==> config.mk <==
export PLATFORM = sky130hd
export DESIGN_NAME = button_conditioner
export DESIGN_NICKNAME = d
export VERILOG_FILES = /design/src/rtl/pedal_pkg.sv /design/src/rtl/btn_debounce.sv /design/src/rtl/button_conditioner.sv
export SDC_FILE = /design/constraint.sdc
export NUM_CORES = 1
export LEC_CHECK = 0
export CORE_ASPECT_RATIO = 0.7
export CORE_UTILIZATION = 66
export DETAILED_ROUTE_END_ITERATION = 10
export PLACE_DENSITY = 0.84
export SLEW_MARGIN = 30
export SYNTH_ARGS = -nofsm -noshare
export SYNTH_HDL_FRONTEND = slang
export SYNTH_SLANG_ARGS = --single-unit
==> constraint.sdc <==
create_clock -name clk -period 2.9 [get_ports clk]
set_input_delay 0.29 -clock clk [delete_from_list [all_inputs] [get_ports clk]]
set_output_delay 0.29 -clock clk [all_outputs]
set_load 0.02 [all_outputs]
==> src/rtl/pedal_pkg.sv <==
// pedal_pkg: shared button indices, debounce FSM states and tick ratio for the button conditioner
package pedal_pkg;
  localparam int BTN_L = 2;
  localparam int BTN_C = 1;
  localparam int BTN_R = 0;
  localparam int TICK_RATIO = 8;
  typedef enum logic [1:0] {IDLE, PRESS_WAIT, PRESSED, RELEASE_WAIT} db_state_t;
endpackage

==> src/rtl/btn_debounce.sv <==
// btn_debounce: two-flop synchronizer plus stability-window FSM for one button
module btn_debounce
  import pedal_pkg::*;
#(
  parameter int DB_CYCLES = 2
) (
  input  logic clk,
  input  logic rst_n,
  input  logic raw,
  output logic level,
  output logic pulse
);
  localparam int CW = $clog2(DB_CYCLES);
  logic [1:0] sync;
  logic synced;
  logic [CW-1:0] cnt, cnt_d;
  logic level_d, pulse_d, done;
  db_state_t state, state_d;
  assign synced = sync[1];
  assign done = cnt == CW'(DB_CYCLES - 1);
  always_ff @(posedge clk)
    if (!rst_n) begin
      sync <= '0;
      state <= IDLE;
      cnt <= '0;
      level <= 1'b0;
      pulse <= 1'b0;
    end else begin
      sync <= {sync[0], raw};
      state <= state_d;
      cnt <= cnt_d;
      level <= level_d;
      pulse <= pulse_d;
    end
  always_comb begin
    state_d = state;
    cnt_d = cnt;
    level_d = level;
    pulse_d = 1'b0;
    case (state)
      IDLE:
        if (synced) begin
          state_d = PRESS_WAIT;
          cnt_d = '0;
        end
      PRESS_WAIT:
        if (!synced) state_d = IDLE;
        else if (done) begin
          state_d = PRESSED;
          level_d = 1'b1;
          pulse_d = 1'b1;
        end else cnt_d = cnt + CW'(1);
      PRESSED:
        if (!synced) begin
          state_d = RELEASE_WAIT;
          cnt_d = '0;
        end
      RELEASE_WAIT:
        if (synced) state_d = PRESSED;
        else if (done) begin
          state_d = IDLE;
          level_d = 1'b0;
        end else cnt_d = cnt + CW'(1);
      default: state_d = IDLE;
    endcase
  end
endmodule

==> src/rtl/button_conditioner.sv <==
// button_conditioner: debounces three buttons and generates phase-aligned 12 Hz / 1.5 Hz rate strobes
module button_conditioner
  import pedal_pkg::*;
#(
  parameter int CLK_HZ = 100_000_000,
  parameter int DEBOUNCE_MS = 10
) (
  input  logic       clk,
  input  logic       rst_n,
  input  logic [2:0] butn_raw,
  output logic [2:0] butn_out,
  output logic [2:0] press_pulse,
  output logic       tick_12hz,
  output logic       tick_1hz5
);
  localparam int DB_RAW = CLK_HZ / 1000 * DEBOUNCE_MS;
  localparam int DB_CYCLES = DB_RAW < 2 ? 2 : DB_RAW;
  localparam int TICK_DIV = CLK_HZ / 12;
  localparam int TW = TICK_DIV > 1 ? $clog2(TICK_DIV) : 1;
  localparam int RW = $clog2(TICK_RATIO);
  logic [TW-1:0] tick_cnt;
  logic [RW-1:0] ratio_cnt;
  logic wrap;
  for (genvar g = 0; g < 3; g++) begin : g_db
    btn_debounce #(.DB_CYCLES(DB_CYCLES)) u_db (
      .clk(clk),
      .rst_n(rst_n),
      .raw(butn_raw[g]),
      .level(butn_out[g]),
      .pulse(press_pulse[g])
    );
  end
  assign wrap = tick_cnt == TW'(TICK_DIV - 1);
  // the slow strobe is derived from the fast wrap so both stay phase-aligned
  always_ff @(posedge clk)
    if (!rst_n) begin
      tick_cnt <= '0;
      ratio_cnt <= '0;
      tick_12hz <= 1'b0;
      tick_1hz5 <= 1'b0;
    end else begin
      tick_cnt <= wrap ? '0 : tick_cnt + TW'(1);
      ratio_cnt <= wrap ? ratio_cnt + RW'(1) : ratio_cnt;
      tick_12hz <= wrap;
      tick_1hz5 <= wrap && ratio_cnt == RW'(TICK_RATIO - 1);
    end
endmodule

==> impl_metrics.py <==
metrics = {
    "setup_path": {
        "crit_slowest_cell": "or4_1",
        "end_kind": "flip-flop",
        "cp_slowest_stage_delay_ns": 0.60,
        "critPathLaunchType": "flip-flop",
        "rr_endpoint": "tick_cnt[4]$_SDFF_PP0_",
        "critical_path_class": "reg2reg",
        "cp.buffers_inverters": 0,
        "required_ns": 3.17,
        "crit_family": "simple AND/OR/NAND/NOR gates",
        "cpMostUsedCell": "or4_1",
        "reg2reg_depth": 4,
        "crit_chain": "or4_1, or4_1, nand2_2, nor2_1",
        "reg2reg_slack_ns": 0.79,
        "cp_data_arrival_time_ns": 2.38,
        "path_max_fanout": 22,
        "r2r-start": "tick_cnt[6]$_SDFF_PP0_",
    },
    "status": {
        "outcome": "complete, no violations",
    },
    "logic_synthesis": {
        "yosysTopAreaCellShare_pct": 42.1,
        "avgSynthCellArea_um2": 8.23,
        "synth_top_area_cell": "dfxtp_1",
        "yosysWarningCount": 0,
        "synth_edf_count": 0,
        "synth_fa_ha_area_share_pct": 1.74,
        "synth_area_leaders": "dfxtp_1 (42%), nor2_1 (5.7%), xnor2_1 (5.0%), nand2_1 (4.4%), xor2_1 (3.6%)",
        "synth_top_family_by_area": "simple AND/OR/NAND/NOR gates",
        "synthArstFlopShare_pct": 0,
        "yosys.area_share.simple_pct": 31.0,
        "synthTopCellsByCount": "dfxtp_1 (106), nor2_1 (76), nand2_1 (59), a21oi_1 (36), nand3_1 (36)",
        "synth_compound_area_share_pct": 12.1,
        "synth.most_common_cell": "dfxtp_1",
        "synth.ff_latch_count": 106,
        "syn-num-nets": 625,
        "synth_xor_xnor_area_share_pct": 8.68,
        "muxShareOfSynthArea_pct": 0.397,
        "netlist_area_um2": 5040,
        "yosysSeqAreaShare_pct": 42.1,
        "synth_cell_types": 51,
        "synthFlopType": "dfxtp_1",
        "synthesis.instances": 613,
    },
    "clocking": {
        "cts_buffers": 9,
        "htreeDepth": 3,
        "post-cts-setup-buffers": 0,
        "clock-root-buffer": "clkbuf_8",
        "cts_tree": "yes",
        "clk_path_buf_depth": 2,
        "worstSkewPairLatency_ns": 0.39,
        "hold_buffers": 0,
        "cts_resized": 0,
        "clock-sinks": 106,
        "clk_pin_slew_ns": 0.10,
    },
    "placement": {
        "gp_congestion": 0.909,
        "place_area_um2": 5180,
        "place_hpwl_mm": 7.18,
        "io_buffers": 12,
    },
    "drt": {
        "wl_met3_um": 574,
        "drt-met1-wl_mm": 4.98,
        "drc_errors": 0,
        "drt-total-wl_mm": 10.4,
        "first_pass_iters": 5,
        "wl_per_cell_um": 14.6,
        "drt_iter0_markers": 285,
        "viasPerCell": 6.13,
        "num_vias": 4374,
        "ant_nets": 0,
        "wl_met2_mm": 4.70,
        "top_layer": "met4",
    },
    "hold_path": {
        "whs_path_depth": 1,
        "hp-class": "reg2reg",
        "hp-start": "g_db[1].u_db.sync[0]$_SDFF_PN0_",
        "holdPathEnd": "g_db[1].u_db.sync[1]$_SDFF_PN0_",
    },
    "pwr": {
        "p_sw_share_pct": 24.3,
        "pwr-share-clk_pct": 37.2,
        "seqPwrFrac_pct": 58.9,
        "power_density_nw_per_um2": 467,
        "peakVddDrop_mv": 0.332,
        "p_leak_nw": 1.76,
        "switchingPower_mw": 0.610,
        "power_report.internal_total_mw": 1.90,
        "p_comb_share_pct": 3.9,
    },
    "global_routing": {
        "grt_pass1_wl_mm": 17.1,
        "grt_max_degree": 33,
        "first_global_vias": 3814,
        "antenna_found_initial": 0,
        "grt_usage_pct": 27.0,
        "gr-total-overflow": 0,
    },
    "final_layout": {
        "final_area_um2": 5390,
        "antenna_cells": 0,
        "fillers": 570,
        "area_growth_pct": 6.82,
        "drive_gt1_share_pct": 5.19,
        "fin_nets": 623,
        "fin_util_pct": 73.3,
    },
    "sta": {
        "period_needed_ns": 2.11,
        "finalSetupTns_ns": 0,
        "relSlewSlack_pct": 48.8,
        "hold_ws_ns": 0.461,
        "setup_violations": 0,
        "finalCritPeriodShare_pct": 72.6,
        "max_freq_mhz": 475,
        "worst_pin_slew_ns": 0.763,
        "finalHoldViolCount": 0,
        "fin_skew_ns": 0.0101,
        "rsz0062_at_grt": "no",
        "drv_slew": 0,
    },
    "floorplan": {
        "die_y_um": 75.1,
        "die_w_um": 106,
        "core_region_area_um2": 7350,
        "dieArea_um2": 8000,
        "start_util_pct": 68.6,
        "ios": 13,
        "fp-row-count": 26,
    },
    "job": {
        "drv_cap": 0,
    },
}
layer usage:
metal	GRT usage [%]	up-vias
li1	-	2185
met1	35.3	2046
met2	43.4	127
met3	7.27	16
met4	10.0	0
met5	0	-
power by group through the flow:
stage          Clock (mW)  Sequential (mW)  Combinational, mW
2_1_floorplan           0             1.51             0.0715
3_3_place_gp            0             1.51             0.0932
3_5_place_dp            0             1.52             0.0964
4_1_cts             0.948             1.48             0.0967
5_1_grt              1.01             1.48              0.107
6_report            0.935             1.48             0.0968
per-stage QoR:
stage | std cells | setup WS, ns | total power [mW]
floorplan | 613 | 0.973 | 1.58
global placement | 698 | 0.846 | 1.61
detailed placement | 698 | 0.783 | 1.61
CTS | 714 | 0.801 | 2.53
global route | 714 | 0.634 | 2.60
finish | 714 | 0.795 | 2.51
cell type report:
type,instances,area (um2),share of cell area [%]
flip-flops and latches,106,2120,39.4
repair buffers,17,158,2.93
multi-input cells,463,2730,50.7
inverters,14,52.6,0.976
well taps,98,123,2.28
clock buffers,9,124,2.30
clock inverters,7,77.6,1.44
flip-flops by register name (all words and copies together) (netlist names), named ones only:
name,cells
g_db.u_db.cnt,60
tick_cnt,23
g_db.u_db.sync,6
g_db.u_db.level,3
g_db.u_db.pulse,3
g_db.u_db.state,3
ratio_cnt,3
tick_12hz,1
tick_1hz5,1
kinds of logic after synthesis:
| group | Yosys count |
|---|---|
| AO/OA/AOI/OAI | 101 |
| AND/OR/NAND/NOR | 303 |
| multiplexers | 2 |
| buffers and inverters | 44 |
| adder cells (fa/ha/maj) | 7 |
| XOR/XNOR | 50 |
| flip-flops | 106 |
worst max-delay path by stage:
stage	startpoint	end	slack (ns)	cells past startpoint
floorplan	tick_cnt[6]$_SDFF_PP0_	tick_cnt[11]$_SDFF_PP0_	0.97	7
global placement	rst_n	g_db[1].u_db.cnt[10]$_SDFFE_PN0P_	0.85	7
detailed placement	rst_n	g_db[1].u_db.cnt[12]$_SDFFE_PN0P_	0.78	7
CTS	tick_cnt[6]$_SDFF_PP0_	tick_cnt[19]$_SDFF_PP0_	0.80	4
global route	g_db[0].u_db.cnt[4]$_SDFFE_PN0P_	g_db[0].u_db.cnt[18]$_SDFFE_PN0P_	0.63	5
finish	tick_cnt[6]$_SDFF_PP0_	tick_cnt[4]$_SDFF_PP0_	0.79	4
cells in the final DEF, fill, tap and decap left out, types with 4 or more instances in the layout:
| cell type | synthesis | final |
|---|---|---|
| nor3_1 | 19 | 19 |
| clkinvlp_4 | 0 | 4 |
| clkdlybuf4s50_1 | 0 | 12 |
| nand4_1 | 23 | 23 |
| nand3_1 | 36 | 36 |
| o31ai_1 | 5 | 5 |
| dfxtp_1 | 106 | 106 |
| a21oi_1 | 36 | 36 |
| ha_1 | 7 | 7 |
| xnor2_1 | 29 | 29 |
| clkbuf_8 | 0 | 9 |
| o21ai_0 | 24 | 24 |
| o211ai_1 | 6 | 6 |
| nand2_1 | 59 | 59 |
| nand2b_1 | 5 | 5 |
| and2_1 | 9 | 9 |
| inv_1 | 14 | 14 |
| a31oi_1 | 6 | 6 |
| nor4_1 | 11 | 11 |
| or4_1 | 10 | 10 |
| buf_4 | 8 | 5 |
| xor2_1 | 21 | 21 |
| and3_1 | 12 | 12 |
| nor2_1 | 76 | 76 |
| and4_1 | 10 | 10 |
| or3_1 | 13 | 13 |
worst reg2reg max path, delay by kind of cell (launching register included):
| family | cells | cell delay [ns] |
|---|---|---|
| flops | 1 | 0.39 |
| simple gates | 4 | 1.59 |
(Power assumes the default switching activity.)
